File: config.mk
export PLATFORM = sky130hd
export DESIGN_NAME = clkdiv_ctrl
export DESIGN_NICKNAME = d
export VERILOG_FILES = /design/src/rtl/clkdiv_ctrl.sv
export SDC_FILE = /design/constraint.sdc
export NUM_CORES = 1
export LEC_CHECK = 0
export ABC_AREA = 1
export CAP_MARGIN = 20
export CORE_MARGIN = 3
export CORE_UTILIZATION = 60
export CTS_BUF_LIST = sky130_fd_sc_hd__clkbuf_4 sky130_fd_sc_hd__clkbuf_8
export DETAILED_ROUTE_END_ITERATION = 8
export PLACE_DENSITY_LB_ADDON = 0.08
export SYNTH_ARGS = -nofsm -noshare
export SYNTH_HDL_FRONTEND = slang
export SYNTH_SLANG_ARGS = --single-unit
File: constraint.sdc
create_clock -name clk -period 1.4 [get_ports clk]
set_input_delay 0.14 -clock clk [delete_from_list [all_inputs] [get_ports clk]]
set_output_delay 0.14 -clock clk [all_outputs]
set_load 0.02 [all_outputs]
File: src/rtl/clkdiv_ctrl.sv
// rtl/clkdiv_ctrl.sv - programmable clock-divider controller with boundary-synchronous ratio change
module clkdiv_ctrl #(
  parameter int W           = 8,
  parameter int DEFAULT_DIV = 3
) (
  input  logic         clk,
  input  logic         reset,
  input  logic         en,
  input  logic         div_req,
  input  logic [W-1:0] div_val,
  output logic         div_ack,
  output logic         div_err,
  output logic         busy,
  output logic [W-1:0] cur_div,
  output logic         div_out,
  output logic         tick
);

  typedef enum logic {IDLE = 1'b0, RUN = 1'b1} state_t;

  localparam logic [W-1:0] ONE   = 1;
  localparam logic [W:0]   ONE_X = 1;
  localparam logic [W-1:0] DEF   = W'(DEFAULT_DIV);

  state_t         state, state_n;
  logic [1:0]     rst_sync;
  logic           rst_n;
  logic [W-1:0]   cnt, cnt_n, pend, pend_n, div_n, take;
  logic           busy_n, ack_n, err_n, div_out_n, tick_n;
  logic           last, boundary, accept, apply;
  logic [W:0]     half;

  // Assertion is immediate; release is delayed two edges to avoid metastable deassertion.
  always_ff @(posedge clk or negedge reset) begin
    if (!reset) rst_sync <= 2'b00;
    else        rst_sync <= {rst_sync[0], 1'b1};
  end
  assign rst_n = rst_sync[1];

  always_ff @(posedge clk or negedge rst_n) begin
    if (!rst_n) begin
      state   <= IDLE;
      cnt     <= '0;
      pend    <= '0;
      cur_div <= DEF;
      busy    <= 1'b0;
      div_ack <= 1'b0;
      div_err <= 1'b0;
      div_out <= 1'b0;
      tick    <= 1'b0;
    end else begin
      state   <= state_n;
      cnt     <= cnt_n;
      pend    <= pend_n;
      cur_div <= div_n;
      busy    <= busy_n;
      div_ack <= ack_n;
      div_err <= err_n;
      div_out <= div_out_n;
      tick    <= tick_n;
    end
  end

  always_comb begin
    last    = (state == RUN) && (cnt == cur_div - ONE);
    state_n = state;
    case (state)
      IDLE:    state_n = en ? RUN : IDLE;
      RUN:     state_n = (last && !en) ? IDLE : RUN;
      default: state_n = IDLE;
    endcase
    cnt_n = (state == RUN && !last) ? cnt + ONE : '0;
  end

  // A request arriving in a boundary cycle bypasses the pending register and applies at once.
  always_comb begin
    boundary  = (state == IDLE) || last;
    accept    = div_req && !busy && !div_ack;
    take      = accept ? div_val : pend;
    apply     = boundary && (accept || busy);
    pend_n    = accept ? div_val : pend;
    div_n     = (apply && take != '0) ? take : cur_div;
    busy_n    = (accept || busy) && !apply;
    ack_n     = apply;
    err_n     = apply && (take == '0);
    half      = ({1'b0, div_n} + ONE_X) >> 1;
    div_out_n = (state_n == RUN) && ({1'b0, cnt_n} < half);
    tick_n    = (state_n == RUN) && (cnt_n == div_n - ONE);
  end

endmodule

==> results.sh, run 1 <==
export IMPL_status="did not finish"
export IMPL_lastStage="clock tree synthesis (4_1_cts)"
export IMPL_toolErrorMsg="[ERROR DPL-0033] detailed placement checks failed during check placement."
export IMPL_mappedNetlistArea_um2=2410
export IMPL_io_pin_count=25
export IMPL_cts_inserted_buffers=5
export IMPL_synth_most_common_cell="nand2_1"
export IMPL_finalWeightedCongestion=0.856
export IMPL_ys_async_sr_fraction_pct=100
export IMPL_dp_hpwl_um=5520
export IMPL_synth_edf_count=0
export IMPL_dpl_worst_slack_ns=-2.08
export IMPL_cts_max_level=2
export IMPL_cts_resized=63
export IMPL_die_y_um=69.4
export IMPL_seq_area_frac_synth_pct=33.4
export IMPL_placed_area_um2=3330
export IMPL_synthCells=331
export IMPL_clock_path_buffers=2
export IMPL_yosysWarnings=0
export IMPL_fp_row_count=22
export IMPL_io_buffers=24
export IMPL_holdBufCountCts=1
export IMPL_synth_seq_cells=32
export IMPL_avgSynthCellArea_um2=7.28
export IMPL_initial_core_util_pct=63.9
export IMPL_synth_area_leader_cell="dfrtp_1"
export IMPL_synthFlopType="dfrtp_1"
export IMPL_synthTopCellsByArea="dfrtp_1 (31%), nand2_1 (13%), inv_1 (7.3%), nand3_1 (5.8%), ha_1 (5.7%)"
export IMPL_cts_setup_buffers=15
export IMPL_cts_root_buffer="clkbuf_8"
export IMPL_synth_cell_type_count=36
export IMPL_syn_nets=354
export IMPL_clock_sinks=32
export IMPL_dieWidth_um=69.4
export IMPL_synth_top_area_share_pct=31.2
export IMPL_synth_commonest_cells="nand2_1 (85), inv_1 (47), nor2_1 (32), dfrtp_1 (30), nand3_1 (28)"
## through the flow
stage | utilization, % | setup TNS, ns | instances
3_5_place_dp | 88.4 | -17.71 | 477
3_3_place_gp | 88.4 | -15.53 | 477
2_1_floorplan | - | -12.46 | 331
## kinds of logic after synthesis
| group | after synthesis | share of synthesized area [%] |
|---|---|---|
| and+or+nand+nor | 192 | 39.0 |
| buffers and inverters | 60 | 11.2 |
| DFF | 32 | 33.4 |
| AOI/OAI and AO/OA | 21 | 5.56 |
| xor gates and xnor gates | 14 | 5.09 |
| adders and majority gates | 11 | 5.71 |
| other | 1 | 0.156 |
==> inputs of run 2 (changes only) <==
CORE_UTILIZATION = 40   (was 60)
CTS_BUF_LIST = default   (was sky130_fd_sc_hd__clkbuf_4 sky130_fd_sc_hd__clkbuf_8)
PLACE_DENSITY_LB_ADDON = 0.15   (was 0.08)
==> run 2 against run 1 <==
Effect of this change:
- the flow now finishes, with violations (setup timing)
- synthesized area stayed put
- synthesized cell count unchanged
==> results.sh, run 2 <==
export IMPL_drt_iter0_markers=120
export IMPL_clock_sinks=32
export IMPL_status="finished with violations"
export IMPL_powerDensity_nw_per_um2=463
export IMPL_n_antenna_cell=0
export IMPL_end_kind="flop"
export IMPL_dr_pass1_iters=4
export IMPL_synth_top_area_share_pct=31.2
export IMPL_cts_root_buffer="clkbuf_8"
export IMPL_cap_violations=0
export IMPL_grt_pass1_wl_um=11400
export IMPL_cts_inserted_buffers=5
export IMPL_clk_pin_slew_ns=0.07
export IMPL_track_usage_pct=20.1
export IMPL_dieWidth_um=83.6
export IMPL_gr_usage_met2_pct=33.6
export IMPL_gr_total_overflow=0
export IMPL_max_vdd_ir_drop_mv=0.425
export IMPL_final_cell_mix="buf_4 (91), nand2_1 (76), inv_1 (41)"
export IMPL_finalWeightedCongestion=0.867
export IMPL_dpl_worst_slack_ns=-1.99
export IMPL_cp_required_ns=1.60
export IMPL_seq_area_frac_synth_pct=33.4
export IMPL_synth_cell_type_count=36
export IMPL_synth_most_common_cell="nand2_1"
export IMPL_crit_type="reg -> reg"
export IMPL_routed_via_density=4.78
export IMPL_dp_hpwl_um=5080
export IMPL_critPathCapture="div_out$_DFF_PN0_"
export IMPL_clock_fmax_ghz=0.304
export IMPL_hold_violations=0
export IMPL_area_growth_pct=57.5
export IMPL_yosysWarnings=0
export IMPL_syn_nets=354
export IMPL_worstReg2RegStart="cur_div[1]$_DFF_PN1_"
export IMPL_final_nets=480
export IMPL_worst_r2r_cell_count=20
export IMPL_layout_cells_non_filler=529
export IMPL_initial_core_util_pct=42.4
export IMPL_synth_area_leader_cell="dfrtp_1"
export IMPL_critPathLaunch="cur_div[1]$_DFF_PN1_"
export IMPL_synth_seq_cells=32
export IMPL_leakage_nw=1.91
export IMPL_avgSynthCellArea_um2=7.28
export IMPL_busiest_layer="met2"
export IMPL_place_inst=502
export IMPL_synthTopCellsByArea="dfrtp_1 (31%), nand2_1 (13%), inv_1 (7.3%), nand3_1 (5.8%), ha_1 (5.7%)"
export IMPL_ant_nets=0
export IMPL_routed_wl_um=6840
export IMPL_r2r_end="div_out$_DFF_PN0_"
export IMPL_die_y_um=83.6
export IMPL_dieArea_um2=6990
export IMPL_layout_commonest_cell="buf_4"
export IMPL_cts_max_level=2
export IMPL_via_count=2527
export IMPL_use_met3_pct=4.15
export IMPL_io_buffers=24
export IMPL_min_path_type="in -> async"
export IMPL_path_max_fanout=6
export IMPL_grt_antenna_before_repair=0
export IMPL_setup_violations=22
export IMPL_drive_gt1_share_pct=40.5
export IMPL_drc_errors=0
export IMPL_rsz0062_at_grt="yes"
export IMPL_startpoint_type="flop"
export IMPL_cts_tree="yes"
export IMPL_skew_ns=0.00580
export IMPL_grt_max_degree=30
export IMPL_worst_slack_ns=-1.89
export IMPL_io_pin_count=25
export IMPL_fin_crit_ns=3.29
export IMPL_ys_async_sr_fraction_pct=100
export IMPL_fin_crit_sh_pct=235
export IMPL_grt_pass1_vias=2509
export IMPL_synthCells=331
export IMPL_placed_area_um2=3370
export IMPL_clkLatencyLatePin_ns=0.28
export IMPL_rrSetupSlack_ns=-1.89
export IMPL_holdBufCountCts=0
export IMPL_synth_commonest_cells="nand2_1 (85), inv_1 (47), nor2_1 (32), dfrtp_1 (30), nand3_1 (28)"
export IMPL_top_regs="cnt (8), cur_div (8), pend (8)"
export IMPL_postLayoutCoreUtil_pct=66.8
export IMPL_cp_data_arrival_time_ns=3.49
export IMPL_core_area_um2=5680
export IMPL_violations="setup timing"
export IMPL_wl_per_cell_um=12.9
export IMPL_synthFlopType="dfrtp_1"
export IMPL_fp_row_count=27
export IMPL_mappedNetlistArea_um2=2410
export IMPL_synth_edf_count=0
export IMPL_clock_path_buffers=2
export IMPL_grt_util_met1_pct=26.0
export IMPL_postLayoutCellArea_um2=3790
export IMPL_final_max_slew_viol_count=0
run 2: how the worst min path moves through the flow:
stage | endpoint | slack, ns | cells after the start
2_1_floorplan | rst_sync[0]$_DFF_PN0_ | -0.16 | 0
3_3_place_gp | tick$_DFF_PN0_ | 0.02 | 0
3_5_place_dp | tick$_DFF_PN0_ | 0.02 | 0
4_1_cts | rst_sync[1]$_DFF_PN0_ | 0.01 | 1
5_1_grt | rst_sync[1]$_DFF_PN0_ | 0.01 | 1
6_report | rst_sync[1]$_DFF_PN0_ | 0.02 | 1
run 2: layer usage:
metal	vias up	share of wire [%]
li1	1294	-
met1	1179	45
met2	40	49
met3	14	3.5
met4	0	2.0
met5	-	0
run 2: worst max-delay path, stage by stage (launching register included):
cell and delay [ns]:
dfstp_2 0.54, inv_2 0.05, ha_4 0.25, xor2_1 0.14
o21ai_1 0.09, nor2_1 0.14, nand2_1 0.10, nand2_4 0.12
nand3_4 0.13, buf_4 0.18, buf_4 0.16, nand2_2 0.07
nand2_4 0.05, nor2_4 0.11, nand2_1 0.07, xor2_1 0.16
ha_1 0.30, and3_4 0.16, a32oi_2 0.15, nand3_1 0.08
a31oi_1 0.15
run 2: cell type report:
type / count / area [um^2]
repair buffers: 125 / 1050
clock buffers: 7 / 96.3
flip-flops and latches: 32 / 805
fillers: 476 / 1880
well taps: 72 / 90.1
inverters: 53 / 206
multi-input cells: 240 / 1540
run 2: through the flow:
stage	total power, W	hold WS (ns)	TNS, ns
6_report	0.00176	0.0160	-19.77
3_3_place_gp	0.00100	0.0190	-18.54
5_1_grt	0.00183	0.0133	-22.61
2_1_floorplan	0.000958	-0.156	-12.46
3_5_place_dp	0.00100	0.0177	-19.12
4_1_cts	0.00179	0.00981	-17.05
run 2: cell families (layout without fill, tap and decap cells):
kind of cell	Yosys count	count (layout)	share of synthesized area [%]
AOI/OAI and AO/OA	21	21	5.56
xor gates and xnor gates	14	14	5.09
adders and majority gates	11	11	5.71
buffers and inverters	60	185	11.2
DFF	32	32	33.4
other	1	1	0.156
and+or+nand+nor	192	193	39.0
run 2: power breakdown:
group	internal (W)	leakage, nW	switching (W)
combinational	0.0000288	1.52	0.0000263
sequential	0.000928	0.347	0.00000131
clock	0.000438	0.0503	0.000336
run 2: what timing repair did:
| action | in CTS | in global routing |
|---|---|---|
| gates cloned | 1 | 1 |
| setup endpoints to repair | 31 | 26 |
| setup buffers | 12 | 6 |
| pin swaps | 20 | 9 |
| gates resized for setup | 39 | 19 |
No activity file was read; power rests on OpenSTA's default activity.
